`src/rtl/fifo_deq_packer.sv`:
```
// rtl/fifo_deq_packer.sv - packs LANES consecutive FIFO entries into one wide valid/ready word
module fifo_deq_packer #(
  parameter  int WIDTH = 8,
  parameter  int LANES = 4,
  localparam int CNTW  = $clog2(LANES + 1)
) (
  input  logic                   clk,
  input  logic                   rst,
  input  logic                   deq_valid,
  output logic                   deq_ready,
  input  logic [WIDTH-1:0]       deq_data,
  input  logic                   flush,
  output logic                   out_valid,
  input  logic                   out_ready,
  output logic [WIDTH*LANES-1:0] out_data,
  output logic [CNTW-1:0]        out_count
);

  typedef enum logic {FILL, HOLD} state_t;

  state_t                 state_q;
  logic [CNTW-1:0]        issued_q;
  logic [CNTW-1:0]        captured_q;
  logic                   pend_q;
  logic                   flush_req_q;
  logic                   out_valid_q;
  logic [WIDTH*LANES-1:0] out_data_q;
  logic [CNTW-1:0]        out_count_q;
  logic                   hs;

  // Accept entries only while filling, with lanes left to request and no flush draining
  always_comb begin
    deq_ready = (state_q == FILL) && (issued_q < CNTW'(LANES)) && !flush_req_q;
    hs        = deq_valid && deq_ready;
  end

  assign out_valid = out_valid_q;
  assign out_data  = out_data_q;
  assign out_count = out_count_q;

  // Packer FSM: FIFO read data is captured one cycle after its handshake (pend_q)
  always_ff @(posedge clk or negedge rst) begin
    if (!rst) begin
      state_q     <= FILL;
      issued_q    <= '0;
      captured_q  <= '0;
      pend_q      <= 1'b0;
      flush_req_q <= 1'b0;
      out_valid_q <= 1'b0;
      out_data_q  <= '0;
      out_count_q <= '0;
    end else begin
      case (state_q)
        FILL: begin
          pend_q <= hs;
          if (hs) begin
            issued_q <= issued_q + CNTW'(1);
          end
          if (flush) begin
            flush_req_q <= 1'b1;
          end
          if (pend_q) begin
            for (int i = 0; i < LANES; i++) begin
              if (captured_q == CNTW'(i)) begin
                out_data_q[i*WIDTH +: WIDTH] <= deq_data;
              end
            end
            captured_q <= captured_q + CNTW'(1);
            if (captured_q == CNTW'(LANES - 1)) begin
              state_q     <= HOLD;
              out_valid_q <= 1'b1;
              out_count_q <= CNTW'(LANES);
              flush_req_q <= 1'b0;
            end
          end else if (flush_req_q && (captured_q != '0)) begin
            // All issued entries have landed; emit the partial word
            state_q     <= HOLD;
            out_valid_q <= 1'b1;
            out_count_q <= captured_q;
            flush_req_q <= 1'b0;
          end else if (flush_req_q && (issued_q == '0)) begin
            // Nothing collected: drop the request without emitting a word
            flush_req_q <= 1'b0;
          end
        end
        HOLD: begin
          pend_q <= 1'b0;
          if (out_ready) begin
            state_q     <= FILL;
            out_valid_q <= 1'b0;
            out_data_q  <= '0;
            out_count_q <= '0;
            issued_q    <= '0;
            captured_q  <= '0;
          end
        end
        default: state_q <= FILL;
      endcase
    end
  end

endmodule

```
`config.mk`:
```
export PLATFORM = sky130hd
export DESIGN_NAME = fifo_deq_packer
export DESIGN_NICKNAME = d
export VERILOG_FILES = /design/src/rtl/fifo_deq_packer.sv
export SDC_FILE = /design/constraint.sdc
export NUM_CORES = 1
export LEC_CHECK = 0
export ABC_AREA = 1
export BUFFER_PORTS_ARGS = -buffer_cell sky130_fd_sc_hd__buf_2
export CAP_MARGIN = 15
export CELL_PAD_IN_SITES_DETAIL_PLACEMENT = 0
export CELL_PAD_IN_SITES_GLOBAL_PLACEMENT = 1
export CORE_MARGIN = 5
export CORE_UTILIZATION = 45
export CTS_BUF_LIST = sky130_fd_sc_hd__clkbuf_2
export DETAILED_ROUTE_END_ITERATION = 7
export PLACE_DENSITY = 0.86
export RECOVER_POWER = 50
export SLEW_MARGIN = 5
export SYNTH_ARGS = -nofsm -noshare
export SYNTH_HDL_FRONTEND = slang
export SYNTH_SLANG_ARGS = --single-unit
```
`constraint.sdc`:
```
create_clock -name clk -period 3.9 [get_ports clk]
set_input_delay 0.78 -clock clk [delete_from_list [all_inputs] [get_ports clk]]
set_output_delay 0.78 -clock clk [all_outputs]
set_load 0.01 [all_outputs]
```
Word-level counts from Yosys, hierarchy flattened:

Cells that the tools add are included.

* bitwise logic cells: 1
* reductions and logical operators: 16
* order comparisons: 1
* equality and inequality tests: 12
* multiplexer cells: 32
* add/sub/neg operators: 2

Operator list (count)
* two-way mux 32 bit: 2
* one-hot mux 32 bit (2 select lines): 1
* two-way mux 8 bit: 4
* two-way mux 3 bit: 6
* one-hot mux 3 bit (2 select lines): 3
* AND reduction 3 bit: 5
* two-way mux 1 bit: 13
* inequality test 2 x 1 -> 1 bit (second input constant): 4
* adder 3 x 1 -> 3 bit (second input constant): 2
* equality test 3 x 2 -> 1 bit (second input constant): 2
* zero test 3 bit: 2
* inequality test 2 bit (second input constant): 3
* inequality test 3 x 2 -> 1 bit (second input constant): 2
* one-hot mux 1 bit (2 select lines): 3
* logical AND 1 bit: 5
* AND reduction 2 bit: 2
* equality test 3 x 1 -> 1 bit (second input constant): 1
* less-than comparator 3 bit (second input constant): 1
* nonzero test 3 bit: 1
* zero test 1 bit: 1
* NOT 1 bit: 1

* output and inout bits: 37
* register bits after elaboration: 45

Longest topological paths before layout:

Gate-level depths: netlist of the first run.

* depth after elaboration: 6
* depth in mapped cells: 9
* depth with buffers taken out: 9

Worst setup path before layout of the first run:

OpenSTA, ideal clock, no wires.

* path kind: register -> output
* from: register state_q
* to: output port deq_ready
* stages on the path, launching flop included: 3
* arrival time: 806 ps
* path buffers: 1
* slack: 2314 ps
* cell sequence: dfrtp_1 buf_6 nor3_1

* word-level cells in the longest chain between the ends: 3

RTL lines
* from (decl): RTL line 21 `state_t state_q;`
* from (signal assigned): RTL line 44 `state_q <= FILL;`
* from (signal assigned): RTL line 70 `state_q <= HOLD;`
* from (signal assigned): RTL line 77 `state_q <= HOLD;`
* NOT 1 bit
* logical AND 1 bit (2 in a row): RTL line 33 `deq_ready = (state_q == FILL) && (issued_q < CNTW'(LANES)) && !flush_req_q;`
* to (decl): RTL line 10 `output logic deq_ready,`

Every way passes these cells.

==> results.sh, run 1 <==
export IMPL_syn_avg_cell_area_um2=10.3
export IMPL_fmax_mhz=423
export IMPL_rsz0062_at_grt="false"
export IMPL_dieHeight_um=77.9
export IMPL_dieArea_um2=6060
export IMPL_synth_compound_area_share_pct=12.6
export IMPL_core_area_um2=4410
export IMPL_antenna_found_initial=0
export IMPL_placed_cells=294
export IMPL_area_growth_pct=12.4
export IMPL_cts_buffer_depth=2
export IMPL_layoutNonFillerInstCount=302
export IMPL_initial_utilization_pct=46.9
export IMPL_setup_violations=0
export IMPL_cts_buffers=5
export IMPL_synth_top_area_cell="dfrtp_1"
export IMPL_drc=0
export IMPL_combPwrFrac_pct=37.0
export IMPL_vias_per_cell=5.00
export IMPL_crit_chain="clkbuf_1"
export IMPL_slew_headroom_pct=-58.4
export IMPL_vdd_drop_max_mv=0.277
export IMPL_yosys_top_cells_area="dfrtp_1, nand3_1, o21ai_2, ha_1, inv_1"
export IMPL_die_width_um=77.9
export IMPL_yosys_cell_types_count=21
export IMPL_synthSimpleGateAreaFrac_pct=20.6
export IMPL_final_cell_mix="buf_2, dfrtp_1, nand3_1"
export IMPL_p_switching_uw=569
export IMPL_clk_latency_ns=0.42
export IMPL_cts_tree="built"
export IMPL_failed_checks="capacitance limit, slew limit"
export IMPL_core_rowCount=24
export IMPL_totalWireLength_mm=4.21
export IMPL_cp_slowest_stage_delay_ns=1.67
export IMPL_p_leak_nw=1.28
export IMPL_synth_top_family_by_area="simple AND/OR/NAND/NOR gates"
export IMPL_arrival_ns=2.46
export IMPL_crit_slowest_cell="clkbuf_1"
export IMPL_postCtsSetupBuffers=0
export IMPL_status="finished, violations left"
export IMPL_power_density_nw_per_um2=592
export IMPL_fin_skew_ns=0.0172
export IMPL_tightestPinTransition_ns=2.38
export IMPL_ios=50
export IMPL_critPathBufInv=1
export IMPL_crit_fanout=45
export IMPL_io_buffers=49
export IMPL_crit_family="buffers and inverters"
export IMPL_synthCells=201
export IMPL_end_kind="async pin"
export IMPL_seqPwrFrac_pct=48.1
export IMPL_cts_resized=0
export IMPL_p_int_uw=810
export IMPL_finalWeightedCongestion=0.776
export IMPL_maxCapViolCount=1
export IMPL_grt_usage_pct=14.9
export IMPL_vias=1511
export IMPL_grt_start_max_net_pins=46
export IMPL_muxShareOfSynthArea_pct=0
export IMPL_syn_cell_area_um2=2070
export IMPL_power_mw=1.38
export IMPL_clock_sinks=45
export IMPL_first_global_vias=1487
export IMPL_synth_top_area_share_pct=54.3
export IMPL_finalNetCount=269
export IMPL_wl_per_cell_um=13.9
export IMPL_tns_ns=0
export IMPL_clkPwrFrac_pct=14.9
export IMPL_start_kind="primary input"
export IMPL_yosys_area_share_adder_pct=4.23
export IMPL_synthXorXnorAreaFrac_pct=0.423
export IMPL_crit_required_ns=3.99
export IMPL_ant_nets=0
export IMPL_hold_path_class="flop to flop"
export IMPL_drtIter0Drc=79
export IMPL_hold_viol_final=0
export IMPL_n_antenna_cell=0
export IMPL_synth_seq_area_share_pct=54.3
export IMPL_layout_commonest_cell="buf_2"
export IMPL_clockRootBuffer="clkbuf_2"
export IMPL_critical_path_class="primary input to async pin"
export IMPL_drtPass1Iterations=4
export IMPL_min_period_over_period_pct=60.7
export IMPL_hold_buffers=0
export IMPL_drive_gt1_share_pct=30.4
export IMPL_overflow=0
export IMPL_grt_pass1_wl_mm=7.16
export IMPL_maxSlewViolCount=46
export IMPL_switching_share_pct=41.2
export IMPL_htreeDepth=2
export IMPL_ys_ff_latch=45
export IMPL_holdWs_ns=0.497
export IMPL_ys_warn_count=0
export IMPL_period_needed_ns=2.37
export IMPL_dp_hpwl_mm=2.99
export IMPL_clk_pin_slew_ns=0.24
export IMPL_synth_nets=221
## cells in the mapped netlist
master and n:
a21oi_1 2, buf_2 3, buf_6 5, dfrtp_1 45, ha_1 7, inv_1 23
inv_2 1, nand2_1 22, nand2_2 1, nand2_4 1, nand3_1 38, nand3_2 4
nand3_4 3, nor2_1 5, nor2_8 1, nor3_1 1, o21ai_0 5, o21ai_1 16
o21ai_2 16, o22ai_1 1, xor2_1 1
## state kept, by name, summed over array words and instances (netlist names)
name,flops
state_q,1
issued_q,3
captured_q,3
out_data,32
out_count,3
pend_q,1
out_valid,1
flush_req_q,1
## power groups by stage
stage                     sequential [mW]  combinational [mW]  clock [mW]
final                               0.663               0.510       0.205
after global routing                0.681               0.589       0.233
after detailed placement            0.676               0.530           0
after global placement              0.674               0.523           0
after floorplan                     0.690               0.360           0
after CTS                           0.666               0.532       0.207
## path summary, 6_finish.rpt
kind / from / to / slack (ns) / depth (start not counted)
setup / recovery: rst / out_data[2] / 1.53 / 1
hold / removal: out_count[1] / out_count[1] / 0.50 / 2
setup reg to reg: state_q / issued_q[1] / 1.89 / 3
hold reg to reg: out_count[1] / out_count[1] / 0.50 / 2
max in group clk: state_q / deq_ready / 1.72 / 2
min in group asynchronous: rst / out_count[2] / 1.04 / 1
## kinds of logic after synthesis
group / after synthesis
DFF: 45
AOI/OAI and AO/OA: 40
and+or+nand+nor: 76
buffers and inverters: 32
adders and majority gates: 7
xor gates and xnor gates: 1
## tightest hold or removal path: cells and delay by family, from the launching register on
family	cells	cell delay (ns)
flops	1	0.40
simple gates	2	0.09
## layout make-up
cell class | count | area (um2)
Clock buffer | 6 | 30.0
Sequential cell | 45 | 1130
Clock inverter | 2 | 15.0
Multi-Input combinational cell | 124 | 758
Inverter | 24 | 90.1
Tap cell | 52 | 65.1
Fill cell | 435 | 2090
Timing Repair Buffer | 49 | 244
## metrics by stage
step,utilization (%),cell area [um2],setup slack [ns]
final,52.7,2330,1.53
after global routing,52.7,2330,1.02
after CTS,53.4,2360,1.68
after detailed placement,52.4,2310,2.01
after global placement,52.4,2310,2.07
after floorplan,-,2070,2.31
## metal layers
layer  track usage (%)  wire (um)
met5                 0          0
met4              4.98         59
met3              5.44        245
met2              23.7       1980
met1              18.7       1930
Note: power is estimated with default switching activity, not from simulation.
==> run 2: changes to the inputs <==
--- a/config.mk
+++ b/config.mk
@@ -11,10 +11,10 @@
 export CELL_PAD_IN_SITES_DETAIL_PLACEMENT = 0
 export CELL_PAD_IN_SITES_GLOBAL_PLACEMENT = 1
 export CORE_MARGIN = 5
-export CORE_UTILIZATION = 45
+export CORE_UTILIZATION = 42
 export CTS_BUF_LIST = sky130_fd_sc_hd__clkbuf_2
 export DETAILED_ROUTE_END_ITERATION = 7
-export PLACE_DENSITY = 0.86
+export PLACE_DENSITY = 0.81
 export RECOVER_POWER = 50
 export SLEW_MARGIN = 5
 export SYNTH_ARGS = -nofsm -noshare
==> constraint.sdc (replaced) <==
create_clock -name clk -period 2.5 [get_ports clk]
set_input_delay 0.5 -clock clk [delete_from_list [all_inputs] [get_ports clk]]
set_output_delay 0.5 -clock clk [all_outputs]
set_load 0.01 [all_outputs]
==> results.sh, run 2 (synthesis gave the netlist of run 1 again) <==
export IMPL_min_period_over_period_pct=73.3
export IMPL_vdd_drop_max_mv=0.334
export IMPL_power_density_nw_per_um2=904
export IMPL_core_area_um2=4750
export IMPL_wl_per_cell_um=13.5
export IMPL_hold_viol_final=0
export IMPL_crit_family="flip-flops"
export IMPL_htreeDepth=2
export IMPL_core_rowCount=25
export IMPL_first_global_vias=1491
export IMPL_utilization_pct=50.0
export IMPL_maxCapViolCount=0
export IMPL_fin_skew_ns=0.0403
export IMPL_seqCellArea_um2=1130
export IMPL_grt_usage_pct=14.7
export IMPL_ant_nets=0
export IMPL_pre_cts_slack_ns=0.874
export IMPL_clk_latency_ns=0.43
export IMPL_clockRootBuffer="clkbuf_2"
export IMPL_dieHeight_um=80.2
export IMPL_layout_commonest_cell="dfrtp_1"
export IMPL_crit_required_ns=2.00
export IMPL_startpoint="state_q"
export IMPL_end_kind="primary output"
export IMPL_cts_tree="built"
export IMPL_largest_register_ff_count=32
export IMPL_cts_buffer_depth=2
export IMPL_dp_hpwl_mm=3.12
export IMPL_period_needed_ns=1.83
export IMPL_rsz0062_at_grt="false"
export IMPL_grt_pass1_wl_mm=7.31
export IMPL_drive_gt1_share_pct=27.3
export IMPL_stdcell_area_um2=2380
export IMPL_fin_ws_ns=0.668
export IMPL_vias=1541
export IMPL_crit_slowest_cell="dfrtp_1"
export IMPL_die_width_um=80.2
export IMPL_crit_fanout=9
export IMPL_clock_sinks=45
export IMPL_multi_input_area_um2=785
export IMPL_placed_cells=311
export IMPL_clk_pin_slew_ns=0.23
export IMPL_antenna_found_initial=0
export IMPL_setup_violations=0
export IMPL_totalWireLength_mm=4.31
export IMPL_nFillCells=469
export IMPL_final_cell_mix="dfrtp_1, nand3_1, buf_2"
export IMPL_critical_path_class="flop to primary output"
export IMPL_finalNetCount=272
export IMPL_io_buffers=49
export IMPL_status="finished clean"
export IMPL_start_kind="flop"
export IMPL_holdWs_ns=0.296
export IMPL_tns_ns=0
export IMPL_area_growth_pct=14.8
export IMPL_power_mw=2.15
export IMPL_p_leak_nw=1.24
export IMPL_reg2reg_from="captured_q[2]"
export IMPL_worstHoldStart="flush"
export IMPL_grt_start_max_net_pins=36
export IMPL_cts_buffers=5
export IMPL_layoutNonFillerInstCount=320
export IMPL_dpl_cell_area_um2=2340
export IMPL_drtIter0Drc=77
export IMPL_slew_headroom_pct=8.61
export IMPL_initial_utilization_pct=43.6
export IMPL_fmax_mhz=546
export IMPL_n_antenna_cell=0
export IMPL_tightestPinTransition_ns=1.37
export IMPL_cp_slowest_stage_delay_ns=0.56
export IMPL_dieArea_um2=6440
export IMPL_crit_chain="nor3_1 -> buf_2"
export IMPL_vias_per_cell=4.82
export IMPL_finalWeightedCongestion=0.749
export IMPL_arrival_ns=1.33
export IMPL_maxSlewViolCount=0
export IMPL_ios=50
export IMPL_drtPass1Iterations=4
export IMPL_critPathBufInv=1
export IMPL_drc=0
export IMPL_overflow=0
export IMPL_hold_path_class="primary input to flop"
## run 2: changes by cell type in the layout (fill, tap and decap cells not counted), moves of 2 or more
cell / delta
buf_2: -16
clkbuf_1: +16
o21ai_0: -14
o21ai_1: +9
o21ai_2: +5
buf_4: +2
## run 2: worst reg2reg max path, stage by stage (launching register included)
cell	delay [ns]
dfrtp_1	0.44
inv_1	0.27
ha_1	0.30
inv_1	0.06
nand3_1	0.10
nand2_1	0.05
inv_1	0.11
nand2_1	0.12
nand2_1	0.08
nand2_1	0.04
## run 2: path summary, 6_finish.rpt
kind | endpoint | slack, ns | depth (start not counted)
setup / recovery | deq_ready | 0.67 | 2
hold / removal | flush_req_q | 0.30 | 3
setup reg to reg | out_valid | 0.86 | 9
hold reg to reg | out_count[0] | 0.51 | 2
max in group asynchronous | pend_q | 0.73 | 3
min in group asynchronous | out_data[24] | 0.87 | 2
## run 2: final cells by class
type	instances	area share, %
sequential	45	47.3
timing repair buffer	52	10.5
clock inverter	2	0.631
multi-input combinational	124	33.0
clock buffer	6	1.26
inverter	24	3.79
tap	67	3.52
## run 2: timing repair
action                    CTS  global route
hold endpoints to repair    0             5
gates resized for setup     0             0
setup buffers               0             0
hold buffers                0             1
## run 2: layer usage
layer  vias up  track usage [%]  routed length [um]
li1        774                -                   -
met1       736             20.3                2060
met2        28             22.4                2040
met3         3             4.04                 178
met4         0             4.56                  24
met5         -                0                   0
## run 2: power by group
part | total (mW) | internal, mW | switching [mW]
combinational | 0.798 | 0.283 | 0.516
sequential | 1.04 | 0.904 | 0.134
clock | 0.313 | 0.0721 | 0.241
total | 2.15 | 1.26 | 0.891
==> run 3: changes to the inputs <==
--- a/config.mk
+++ b/config.mk
@@ -5,16 +5,16 @@
 export SDC_FILE = /design/constraint.sdc
 export NUM_CORES = 1
 export LEC_CHECK = 0
-export ABC_AREA = 1
+export ABC_AREA = 0
 export BUFFER_PORTS_ARGS = -buffer_cell sky130_fd_sc_hd__buf_2
 export CAP_MARGIN = 15
 export CELL_PAD_IN_SITES_DETAIL_PLACEMENT = 0
 export CELL_PAD_IN_SITES_GLOBAL_PLACEMENT = 1
 export CORE_MARGIN = 5
-export CORE_UTILIZATION = 42
+export CORE_UTILIZATION = 38
 export CTS_BUF_LIST = sky130_fd_sc_hd__clkbuf_2
 export DETAILED_ROUTE_END_ITERATION = 7
-export PLACE_DENSITY = 0.81
+export PLACE_DENSITY = 0.78
 export RECOVER_POWER = 50
 export SLEW_MARGIN = 5
 export SYNTH_ARGS = -nofsm -noshare
==> constraint.sdc (replaced) <==
create_clock -name clk -period 1.55 [get_ports clk]
set_input_delay 0.31 -clock clk [delete_from_list [all_inputs] [get_ports clk]]
set_output_delay 0.31 -clock clk [all_outputs]
set_load 0.01 [all_outputs]
==> results.sh, run 3 <==
export IMPL_layout_commonest_cell="nand2_1"
export IMPL_dieHeight_um=84.8
export IMPL_stdcell_area_um2=2560
export IMPL_first_global_vias=1659
export IMPL_pre_cts_slack_ns=0.0700
export IMPL_setup_violations=0
export IMPL_period_needed_ns=1.49
export IMPL_maxCapViolCount=0
export IMPL_io_buffers=49
export IMPL_grt_start_max_net_pins=26
export IMPL_core_area_um2=5470
export IMPL_antenna_found_initial=0
export IMPL_drtIter0Drc=55
export IMPL_syn_avg_cell_area_um2=9.70
export IMPL_critPathBufInv=1
export IMPL_power_density_nw_per_um2=1520
export IMPL_clk_pin_slew_ns=0.23
export IMPL_grt_pass1_wl_mm=8.23
export IMPL_final_cell_mix="nand2_1, buf_2, dfrtp_1"
export IMPL_largest_register_ff_count=32
export IMPL_vias_per_cell=4.89
export IMPL_n_antenna_cell=0
export IMPL_reg2reg_to="out_data[27]"
export IMPL_utilization_pct=46.8
export IMPL_hold_viol_final=0
export IMPL_hold_path_class="primary input to flop"
export IMPL_ys_flop_type="dfrtp_1"
export IMPL_finalWeightedCongestion=0.765
export IMPL_tns_ns=0
export IMPL_dieArea_um2=7180
export IMPL_critical_path_class="flop to flop"
export IMPL_die_width_um=84.8
export IMPL_rsz0062_at_grt="true"
export IMPL_yosys_cell_types_count=35
export IMPL_crit_family="flip-flops"
export IMPL_fin_skew_ns=0.0228
export IMPL_crit_required_ns=1.91
export IMPL_yosys_cell_count_top_type="nand2_1"
export IMPL_grt_usage_pct=14.3
export IMPL_end_kind="flop"
export IMPL_p_leak_nw=1.26
export IMPL_area_growth_pct=20.5
export IMPL_crit_fanout=16
export IMPL_vdd_drop_max_mv=0.807
export IMPL_totalWireLength_mm=4.96
export IMPL_synth_nets=239
export IMPL_start_kind="flop"
export IMPL_vias=1697
export IMPL_worstHoldStart="out_ready"
export IMPL_clock_sinks=45
export IMPL_overflow=0
export IMPL_fin_ws_ns=0.0601
export IMPL_ys_ff_latch=45
export IMPL_endpoint="out_data[27]"
export IMPL_ios=50
export IMPL_maxSlewViolCount=0
export IMPL_finalNetCount=295
export IMPL_startpoint="captured_q[0]"
export IMPL_worst_r2r_path_depth=5
export IMPL_synth_enable_flop_cells=0
export IMPL_fmax_mhz=671
export IMPL_synth_top_area_cell="dfrtp_1"
export IMPL_synth_top_area_share_pct=53.0
export IMPL_core_rowCount=27
export IMPL_yosys_top_cells_area="dfrtp_1, nand2_1, o21ai_0, ha_1, buf_6"
export IMPL_ys_async_sr_fraction_pct=100
export IMPL_cts_tree="built"
export IMPL_status="finished clean"
export IMPL_clk_latency_ns=0.41
export IMPL_initial_utilization_pct=38.8
export IMPL_cp_slowest_stage_delay_ns=0.48
export IMPL_htreeDepth=2
export IMPL_wl_per_cell_um=14.3
export IMPL_dpl_cell_area_um2=2440
export IMPL_cts_buffer_depth=2
export IMPL_arrival_ns=1.85
export IMPL_drive_gt1_share_pct=30.9
export IMPL_tightestPinTransition_ns=0.702
export IMPL_power_mw=3.90
export IMPL_min_period_over_period_pct=96.1
export IMPL_synthCells=219
export IMPL_reg2reg_from="captured_q[0]"
export IMPL_cpMostUsedCell="ha_2"
export IMPL_ant_nets=0
export IMPL_cts_buffers=5
export IMPL_clockRootBuffer="clkbuf_2"
export IMPL_dp_hpwl_mm=3.47
export IMPL_synth_seq_area_share_pct=53.0
export IMPL_cp_depth=5
export IMPL_ys_warn_count=0
export IMPL_r2r_slack_ns=0.06
export IMPL_holdPathStages=2
export IMPL_synth_commonest_cells="nand2_1, dfrtp_1, o21ai_0, buf_6, ha_1"
export IMPL_slew_headroom_pct=53.2
export IMPL_syn_cell_area_um2=2120
export IMPL_crit_slowest_cell="dfrtp_1"
export IMPL_crit_chain="ha_2 -> ha_2 -> and3b_2 -> buf_12 -> o21ai_0"
export IMPL_drtPass1Iterations=4
export IMPL_drc=0
[run 3: changes by cell type in the layout (fill, tap and decap cells not counted), moves of 6 or more]
cell      before  now
buf_2         32   48
buf_4          2    8
nand3_1       38    1
inv_1         23    5
o21ai_1       16    7
nand2_1       22   75
o21ai_0        5   30
clkbuf_1      17    1
o21ai_2       16    2
[run 3: worst min path at each step]
stage | end | slack (ns)
2_1_floorplan | captured_q[0] | 0.01
3_3_place_gp | out_data[6] | 0.21
3_5_place_dp | out_data[6] | 0.21
4_1_cts | captured_q[1] | 0.11
5_1_grt | captured_q[1] | 0.10
6_report | captured_q[1] | 0.13
[run 3: layout make-up]
cell class	instances	area (um2)
Clock buffer	5	25.0
Clock inverter	2	35.0
Fill cell	553	2910
Inverter	6	22.5
Multi-Input combinational cell	155	878
Sequential cell	45	1130
Tap cell	72	90.1
Timing Repair Buffer	62	379
[run 3: cell families (layout without fill, tap and decap cells)]
kind of cell	Yosys count	count (layout)	synth area share, %
simple gates	95	95	21.5
mux	1	1	0.471
flops	45	45	53.0
fa+ha+maj	7	7	4.12
xor+xnor	1	1	0.413
buf+inv	19	75	6.78
compound gates	51	51	13.7
[run 3: timing repair]
action,CTS,global route
buffers inserted,2,1
endpoints found under the setup margin,1,14
endpoints found under the hold margin,15,0
resized for setup,2,13
hold buffers,1,0
[run 3: worst reg2reg max path: stages, from the launching register on]
cell and delay [ns]:
dfrtp_1 0.48, ha_2 0.22, ha_2 0.19, and3b_2 0.25
buf_12 0.15, o21ai_0 0.15
[run 3: routing by layer]
metal  vias up  part of all wire, %  track usage (%)  routed length [um]
met3         7                  6.3             4.12                 314
li1        843                    -                -                   -
met1       800                   49             20.3                2440
met2        47                   43             21.7                2150
met5         -                    0                0                   0
met4         0                  1.0             3.02                  51
[run 3: through the flow]
| step | instances | hold WS, ns |
|---|---|---|
| final | 347 | 0.128 |
| after global routing | 347 | 0.102 |
| after CTS | 346 | 0.107 |
| after detailed placement | 336 | 0.208 |
| after global placement | 336 | 0.211 |
| after floorplan | 219 | 0.0144 |
[run 3: power by group]
part	switching (mW)	leakage, nW	internal (mW)	total (mW)
clock	0.373	0.0388	0.262	0.635
combinational	0.871	0.607	0.686	1.56
sequential	0.225	0.610	1.48	1.70
